## config.mk

```make
export PLATFORM = sky130hd
export DESIGN_NAME = mult_seq_4b
export DESIGN_NICKNAME = d
export VERILOG_FILES = /design/src/rtl/mult_seq_4b.sv
export SDC_FILE = /design/constraint.sdc
export NUM_CORES = 1
export LEC_CHECK = 0
export BUFFER_PORTS_ARGS = -buffer_cell sky130_fd_sc_hd__buf_2
export CAP_MARGIN = 20
export CORE_MARGIN = 2
export CORE_UTILIZATION = 51
export CTS_CLUSTER_DIAMETER = 200
export DETAILED_ROUTE_END_ITERATION = 8
export PLACE_DENSITY = 0.75
export SYNTH_ARGS = -nofsm -noshare
export SYNTH_HDL_FRONTEND = slang
export SYNTH_SLANG_ARGS = --single-unit
```

## constraint.sdc

```tcl
create_clock -name clk -period 1.91 [get_ports clk]
set_input_delay 0.2865 -clock clk [delete_from_list [all_inputs] [get_ports clk]]
set_output_delay 0.2865 -clock clk [all_outputs]
set_load 0.005 [all_outputs]
```

## src/rtl/mult_seq_4b.sv

```systemverilog
// ============================================================================
// Module   : mult_seq_4b
// Brief    : Multi-cycle shift-and-add unsigned multiplier with valid/ready
//            handshakes on input and output. Produces the full 2*WIDTH-bit
//            product. Optional macro MULT_SEQ_EARLY_EXIT_EN ends the
//            calculation as soon as the remaining multiplier bits are zero.
// Revision : 1.0 - initial release
// ============================================================================
`default_nettype none

module mult_seq_4b #(
  parameter int WIDTH = 4
) (
  input  logic               clk,
  input  logic               rst_n,
  input  logic               in_valid,
  output logic               in_ready,
  input  logic [WIDTH-1:0]   x,
  input  logic [WIDTH-1:0]   y,
  output logic               out_valid,
  input  logic               out_ready,
  output logic [2*WIDTH-1:0] out,
  output logic               busy
);

  localparam int                 c_CNT_W = $clog2(WIDTH) + 1;
  localparam logic [c_CNT_W-1:0] c_LAST  = c_CNT_W'(WIDTH - 1);

  typedef enum logic [1:0] {
    ST_IDLE = 2'd0,
    ST_CALC = 2'd1,
    ST_DONE = 2'd2
  } state_t;

  state_t               r_state;
  logic [2*WIDTH-1:0]   r_mcand;
  logic [2*WIDTH-1:0]   r_acc;
  logic [2*WIDTH-1:0]   r_out;
  logic [WIDTH-1:0]     r_mplier;
  logic [c_CNT_W-1:0]   r_cnt;

  logic [2*WIDTH-1:0]   w_sum;
  logic [WIDTH-1:0]     w_mplier_nxt;
  logic                 w_finish;

  // Next partial product and the end-of-calculation decision for this step
  always_comb begin
    w_sum        = r_mplier[0] ? (r_acc + r_mcand) : r_acc;
    w_mplier_nxt = r_mplier >> 1;
`ifdef MULT_SEQ_EARLY_EXIT_EN
    w_finish     = (r_cnt == c_LAST) || (w_mplier_nxt == '0);
`else
    w_finish     = (r_cnt == c_LAST);
`endif
  end

  // Control FSM plus datapath registers; out is only loaded on entry to DONE
  always_ff @(posedge clk or negedge rst_n) begin
    if (!rst_n) begin
      r_state  <= ST_IDLE;
      r_mcand  <= '0;
      r_mplier <= '0;
      r_acc    <= '0;
      r_cnt    <= '0;
      r_out    <= '0;
    end else begin
      case (r_state)
        ST_IDLE: begin
          if (in_valid) begin
            r_mcand  <= {{WIDTH{1'b0}}, x};
            r_mplier <= y;
            r_acc    <= '0;
            r_cnt    <= '0;
            r_state  <= ST_CALC;
          end
        end
        ST_CALC: begin
          r_acc    <= w_sum;
          r_mcand  <= r_mcand << 1;
          r_mplier <= w_mplier_nxt;
          r_cnt    <= r_cnt + 1'b1;
          if (w_finish) begin
            r_out   <= w_sum;
            r_state <= ST_DONE;
          end
        end
        ST_DONE: begin
          // Handoff returns to IDLE only; a new accept needs a further edge
          if (out_ready) begin
            r_state <= ST_IDLE;
          end
        end
        default: begin
          r_state <= ST_IDLE;
        end
      endcase
    end
  end

  assign in_ready  = (r_state == ST_IDLE);
  assign out_valid = (r_state == ST_DONE);
  assign busy      = (r_state != ST_IDLE);
  assign out       = r_out;

endmodule

`default_nettype wire

```

==> results of run 1 <==
-- layer usage --
metal	GRT usage, %	routed length (um)	part of all wire [%]
met1	28.2	1830	44
met2	38.2	2130	51
met3	5.05	162	3.9
met4	10.8	65	1.6
met5	0	0	0
-- through the flow --
stage / power (uW) / instance area (sq um) / worst slack, ns / setup TNS, ns
after floorplan: 2130 / 1770 / 0.0324 / 0
after global placement: 2630 / 2020 / -0.0118 / -0.0118
after detailed placement: 2720 / 2020 / -0.0486 / -0.0713
after CTS: 3270 / 2130 / 0.000706 / 0
after global routing: 3710 / 2240 / -0.104 / -0.269
final: 3440 / 2240 / -0.0198 / -0.0229
-- layout by cell type, fill, tap and decap left out, drive strengths merged, types with 2 or more instances in the layout --
| master | instances |
|---|---|
| a21o | 2 |
| a21oi | 19 |
| a22o | 9 |
| a22oi | 5 |
| a31oi | 2 |
| and3 | 3 |
| buf | 44 |
| clkbuf | 7 |
| dfrtp | 33 |
| ha | 9 |
| inv | 6 |
| mux2i | 5 |
| nand2 | 19 |
| nand2b | 2 |
| nand3 | 2 |
| nor2 | 7 |
| nor2b | 9 |
| nor3 | 2 |
| o21ai | 20 |
| o21bai | 2 |
| o31ai | 2 |
| xnor2 | 2 |
| xor2 | 3 |
-- power by group through the flow --
| stage | sequential (uW) | combinational (uW) | clock (uW) |
|---|---|---|---|
| 3_3_place_gp | 1190 | 1440 | 0 |
| 4_1_cts | 1220 | 1580 | 463 |
| 2_1_floorplan | 1150 | 984 | 0 |
| 3_5_place_dp | 1210 | 1510 | 0 |
| 5_1_grt | 1270 | 1940 | 499 |
| 6_report | 1230 | 1750 | 457 |
-- area by class of cell --
type	count	area, sq um
inverter	6	22.5
clock buffer	7	65.1
sequential	33	828
fill	270	1090
clock inverter	1	5.00
multi-input combinational	133	990
timing repair buffer	44	275
tap	46	57.6
-- timing repair --
action | 4_1_cts | 5_1_grt
pin swaps | 1 | 7
cloned | 0 | 0
hold endpoints to repair | 0 | 0
endpoints found under the setup margin | 4 | 5
buffers inserted | 0 | 8
resized for setup | 5 | 13
-- path summary, 6_finish.rpt --
kind	startpoint	end	slack [ns]	cells past startpoint
worst min register to register	out[2]	out[2]	0.48	2
worst max register to register	r_mcand[0]	out[6]	-0.02	7
max in group asynchronous	rst_n	r_acc[4]	1.40	1
worst max-delay path	r_mcand[0]	out[6]	-0.02	7
min in group clk	out_ready	r_state[1]	0.13	2
worst min-delay path	rst_n	out[7]	-0.01	1
-- flip-flops by register name, summed over array words and instances, names as in the netlist --
name	count
out	8
r_mcand	8
r_state	2
r_cnt	3
r_mplier	4
r_acc	8
-- worst max-delay path: cells and delay by family, from the launching register on --
kind            cells  cell delay (ns)
compound gates      3             0.51
mux                 1             0.23
flops               1             0.41
simple gates        1             0.07
fa+ha+maj           2             0.60
-- cell families after synthesis --
group	count (synthesis)	share of synthesized area, %
flops	33	46.7
compound gates	64	23.2
xor+xnor	5	2.48
fa+ha+maj	10	7.51
simple gates	49	14.4
mux	5	2.83
buf+inv	13	2.83
==> key figures, run 1 <==
Run status
  • Status: complete, but fails checks
  • Failing checks: hold timing, setup timing

Global route
  • GR Overflow Total: 0
  • Wire length of the first global-routing pass: 7120 um
  • Total track usage: 22.9%
  • Vias in the first global route: 1,538
  • Largest net degree at the start of global routing: 34
  • Initial antenna violation count: 0

Logic synthesis
  • Synthesized netlist cell count: 179
  • Top cell type's share of synthesized area: 46.7%
  • Most frequent cells after synthesis: 33 x dfrtp_1, 19 x nand2_1, 19 x o21ai_0, 16 x a21oi_1
  • Netlist cell types: 36
  • Synthesized cell area: 1770 sq um
  • Area contributors post-synth: dfrtp_1 47%, ha_1 6.4%, o21ai_0 5.4%
  • Post-synthesis sequential area ratio: 46.7%
  • Largest area contributor in the netlist: dfrtp_1
  • Post-synth EDFFs: 0
  • Ys Warns: 0
  • Most frequent cell after synthesis: dfrtp_1
  • Main synth FF type: dfrtp_1
  • Syn_nets: 201
  • Synth async-reset ratio: 100%
  • Syn_area_per_cell: 9.87 sq um
  • Seq cells post-synth: 33

Worst setup path
  • Critical path class: reg -> reg
  • Startpoint types: register
  • CP max stage delay: 0.41 ns
  • Slowest CP cell: dfrtp_1
  • Worst path cell trace: ha_2 > fa_2 > a211oi_2 > o21bai_1 > a21oi_2 > mux2i_1 > nand2_1
  • Setup crit end kind: register
  • CP max FO: 3
  • Required time of the worst setup path: 2.14 ns
  • Worst path arrival time: 2.16 ns

Floorplan
  • Initial core utilization: 52.9%
  • Core area: 3340 sq um
  • Die ar.: 3950 sq um
  • IO Count: 23
  • Chip Width: 62.9 um
  • Row count: 21
  • Die Ht: 62.9 um

Drt
  • DRT Wirelength: 4190 um
  • Detailed Routing Iterations Pass 1: 4
  • Vias: 1,527
  • DR iter-0 viols: 64
  • Drt via density: 5.66
  • Residual DRC count: 0
  • DRT antenna net count: 0
  • Routed WL per cell: 15.5 um

Timing
  • Final Hold Fails: 17
  • Max-slew headroom: 51.5%
  • Final slew viol count: 0
  • Final setup vio count: 2
  • Unrepaired setup endpoints after global routing: yes
  • Fin crit share: 101%
  • Clock period minus final worst setup slack: 1.93 ns
  • Worst-margin pin slew: 0.728 ns
  • Setup ws final: -0.0198 ns
  • WHS: -0.00950 ns
  • Max Clock Skew: 0.0135 ns
  • Fmax: 518 MHz

CTS
  • TritonCTS buffer count: 5
  • CTS Buffer Depth: 2
  • Clock Latency Late Sink: 0.34 ns
  • Hold-fix buffers, CTS: 0
  • Clock tree from TritonCTS: done
  • Clock root buffer: clkbuf_4
  • Sink Count: 33
  • Clock transition at path regs: 0.11 ns
  • Htree depth: 2

Pwr
  • NetSw: 1400 uW
  • Comb power frac: 50.9%
  • Sequential share of power: 35.8%
  • Sw Ratio: 40.7%
  • Standby leakage power: 0.00109 uW
  • Cell Int Power: 2040 uW
  • Clk pwr share: 13.3%
  • Pwr/cell area: 1530 nW/um^2
  • Peak VDD IR: 0.000766 V

Placement
  • Detail Placement HPWL: 2870 um
  • Routability cong.: 0.847
  • Placed insts: 254
  • Port Buffers: 22

Final layout
  • Area grow syn2layout: 27.0%
  • Fin cells: 270
  • Share of layout cells above drive strength 1: 33.5%
  • Antenna cells: 0
  • Final Util: 67.2%
  • Net count, final: 245

Min path
  • Hold WC Path Type: in -> async

Job
  • Max-cap violations: 0
No activity file was read; power rests on OpenSTA's default activity.
==> inputs of run 2 (changes only) <==
--- a/config.mk
+++ b/config.mk
@@ -7,11 +7,13 @@
 export LEC_CHECK = 0
 export BUFFER_PORTS_ARGS = -buffer_cell sky130_fd_sc_hd__buf_2
 export CAP_MARGIN = 20
-export CORE_MARGIN = 2
+export CORE_MARGIN = 4
 export CORE_UTILIZATION = 51
 export CTS_CLUSTER_DIAMETER = 200
 export DETAILED_ROUTE_END_ITERATION = 8
+export MAX_ROUTING_LAYER = met4
 export PLACE_DENSITY = 0.75
+export SETUP_SLACK_MARGIN = 0.2
 export SYNTH_ARGS = -nofsm -noshare
 export SYNTH_HDL_FRONTEND = slang
 export SYNTH_SLANG_ARGS = --single-unit
==> key figures, run 2 (same netlist as run 1, synthesis figures left out) <==
CTS
  • Clock root buffer: clkbuf_4
  • TritonCTS buffer count: 5
  • Htree depth: 2
  • Clock Latency Late Sink: 0.33 ns
  • Sink Count: 33
  • Clock transition at path regs: 0.09 ns
  • Clock tree from TritonCTS: done
  • Hold-fix buffers, CTS: 0
  • CTS Buffer Depth: 2

Final layout
  • Finished Cell Area: 2330 sq um
  • Net count, final: 249
  • Area grow syn2layout: 32.0%
  • Share of layout cells above drive strength 1: 36.0%
  • Commonest non-fill, non-tap cell in the layout: dfrtp_1
  • Final Util: 69.9%
  • Commonest cells after routing, fill and taps aside: 32 x dfrtp_1, 25 x buf_4, 22 x buf_2
  • Fin cells: 274
  • Antenna cells: 0

Floorplan
  • IO Count: 23
  • Row count: 21
  • Die Ht: 66.9 um
  • Initial core utilization: 52.9%
  • Chip Width: 66.9 um
  • Core area: 3340 sq um
  • Die ar.: 4470 sq um

Timing
  • Fmax: 516 MHz
  • Max-slew headroom: 51.9%
  • Setup ws final: -0.0273 ns
  • Clock period minus final worst setup slack: 1.94 ns
  • Fin crit share: 101%
  • Unrepaired setup endpoints after global routing: yes
  • Worst-margin pin slew: 0.722 ns
  • Final Hold Fails: 12
  • Final setup vio count: 2
  • Max Clock Skew: 0.00271 ns
  • Final slew viol count: 0
  • WHS: -0.00286 ns

Drt
  • DRT Wirelength: 4450 um
  • Residual DRC count: 0
  • Drt via density: 5.78
  • Vias: 1,585
  • DR iter-0 viols: 88
  • Routed WL per cell: 16.2 um
  • DRT antenna net count: 0
  • Detailed Routing Iterations Pass 1: 4

Placement
  • Detail Placement HPWL: 2860 um
  • Dpl ws: 0.0196 ns
  • Routability cong.: 0.888
  • Placed insts: 245
  • Dpl cell area: 2020 sq um
  • Port Buffers: 22

Worst setup path
  • Critical path class: reg -> reg
  • R2R setup slack: -0.03 ns
  • Startpoint types: register
  • Required time of the worst setup path: 2.14 ns
  • Setup crit end kind: register
  • Worst path arrival time: 2.16 ns
  • CP max FO: 3

Global route
  • Wire length of the first global-routing pass: 6970 um
  • Total track usage: 21.6%
  • Largest net degree at the start of global routing: 34
  • Vias in the first global route: 1,499
  • GR Overflow Total: 0
  • Initial antenna violation count: 0

Run status
  • Status: complete, but fails checks
  • Failing checks: hold timing, setup timing

Job
  • Max-cap violations: 0

Min path
  • Hold WC Path Type: in -> async

Pwr
  • Standby leakage power: 0.00110 uW
  • Peak VDD IR: 0.000768 V
  • Pwr/cell area: 1530 nW/um^2
## run 2: repair_timing
| item | 4_1_cts | 5_1_grt |
|---|---|---|
| endpoints found under the setup margin | 6 | 13 |
| buffers inserted | 12 | 9 |
| gates resized for setup | 4 | 18 |
| pin swaps | 7 | 9 |
## run 2: critical path: stages (launching register included)
cell and delay (ns):
dfrtp_1 0.42, ha_2 0.21, fa_2 0.38, a211oi_2 0.23, o21bai_1 0.12, a21oi_2 0.20, mux2i_1 0.20, nand2_1 0.07
## run 2: layout make-up
| cell class | instances | area [sq um] |
|---|---|---|
| Sequential cell | 33 | 827 |
| Timing Repair Buffer | 48 | 309 |
| Multi-Input combinational cell | 133 | 1070 |
| Tap cell | 46 | 57.6 |
| Inverter | 6 | 22.5 |
| Clock buffer | 8 | 48.8 |
| Fill cell | 257 | 1000 |
## run 2: power by group
group / total [uW] / switching [uW] / leakage (uW) / internal (uW)
clock: 373 / 226 / 0.0000265 / 147
combinational: 1970 / 1000 / 0.000641 / 974
sequential: 1230 / 257 / 0.000435 / 971
total: 3580 / 1480 / 0.00110 / 2090
## run 2: metrics by stage
step	setup TNS (ns)	total power (uW)	hold slack (ns)
floorplan	0	2270	-0.00909
global placement	0	2670	0.377
detailed placement	0	2740	0.386
CTS	0	3270	0.0172
global route	-0.395	3850	0.0520
finish	-0.0517	3580	-0.00286
## run 2: final timing paths
check | from | endpoint | cells after the start
setup / recovery | r_mcand[0] | out[6] | 7
hold / removal | rst_n | out[7] | 1
setup reg to reg | r_mcand[0] | out[6] | 7
hold reg to reg | out[5] | out[5] | 2
max in group asynchronous | rst_n | r_state[1] | 1
min in group clk | out_ready | r_state[1] | 2
## run 2: metal layers
layer	track usage, %	wire length [um]	up-vias	share of wire (%)
li1	-	-	745	-
met5	-	0	-	0
met1	26.5	1860	775	42
met2	34.7	2320	57	52
met3	4.05	231	8	5.2
met4	9.87	34	0	0.76
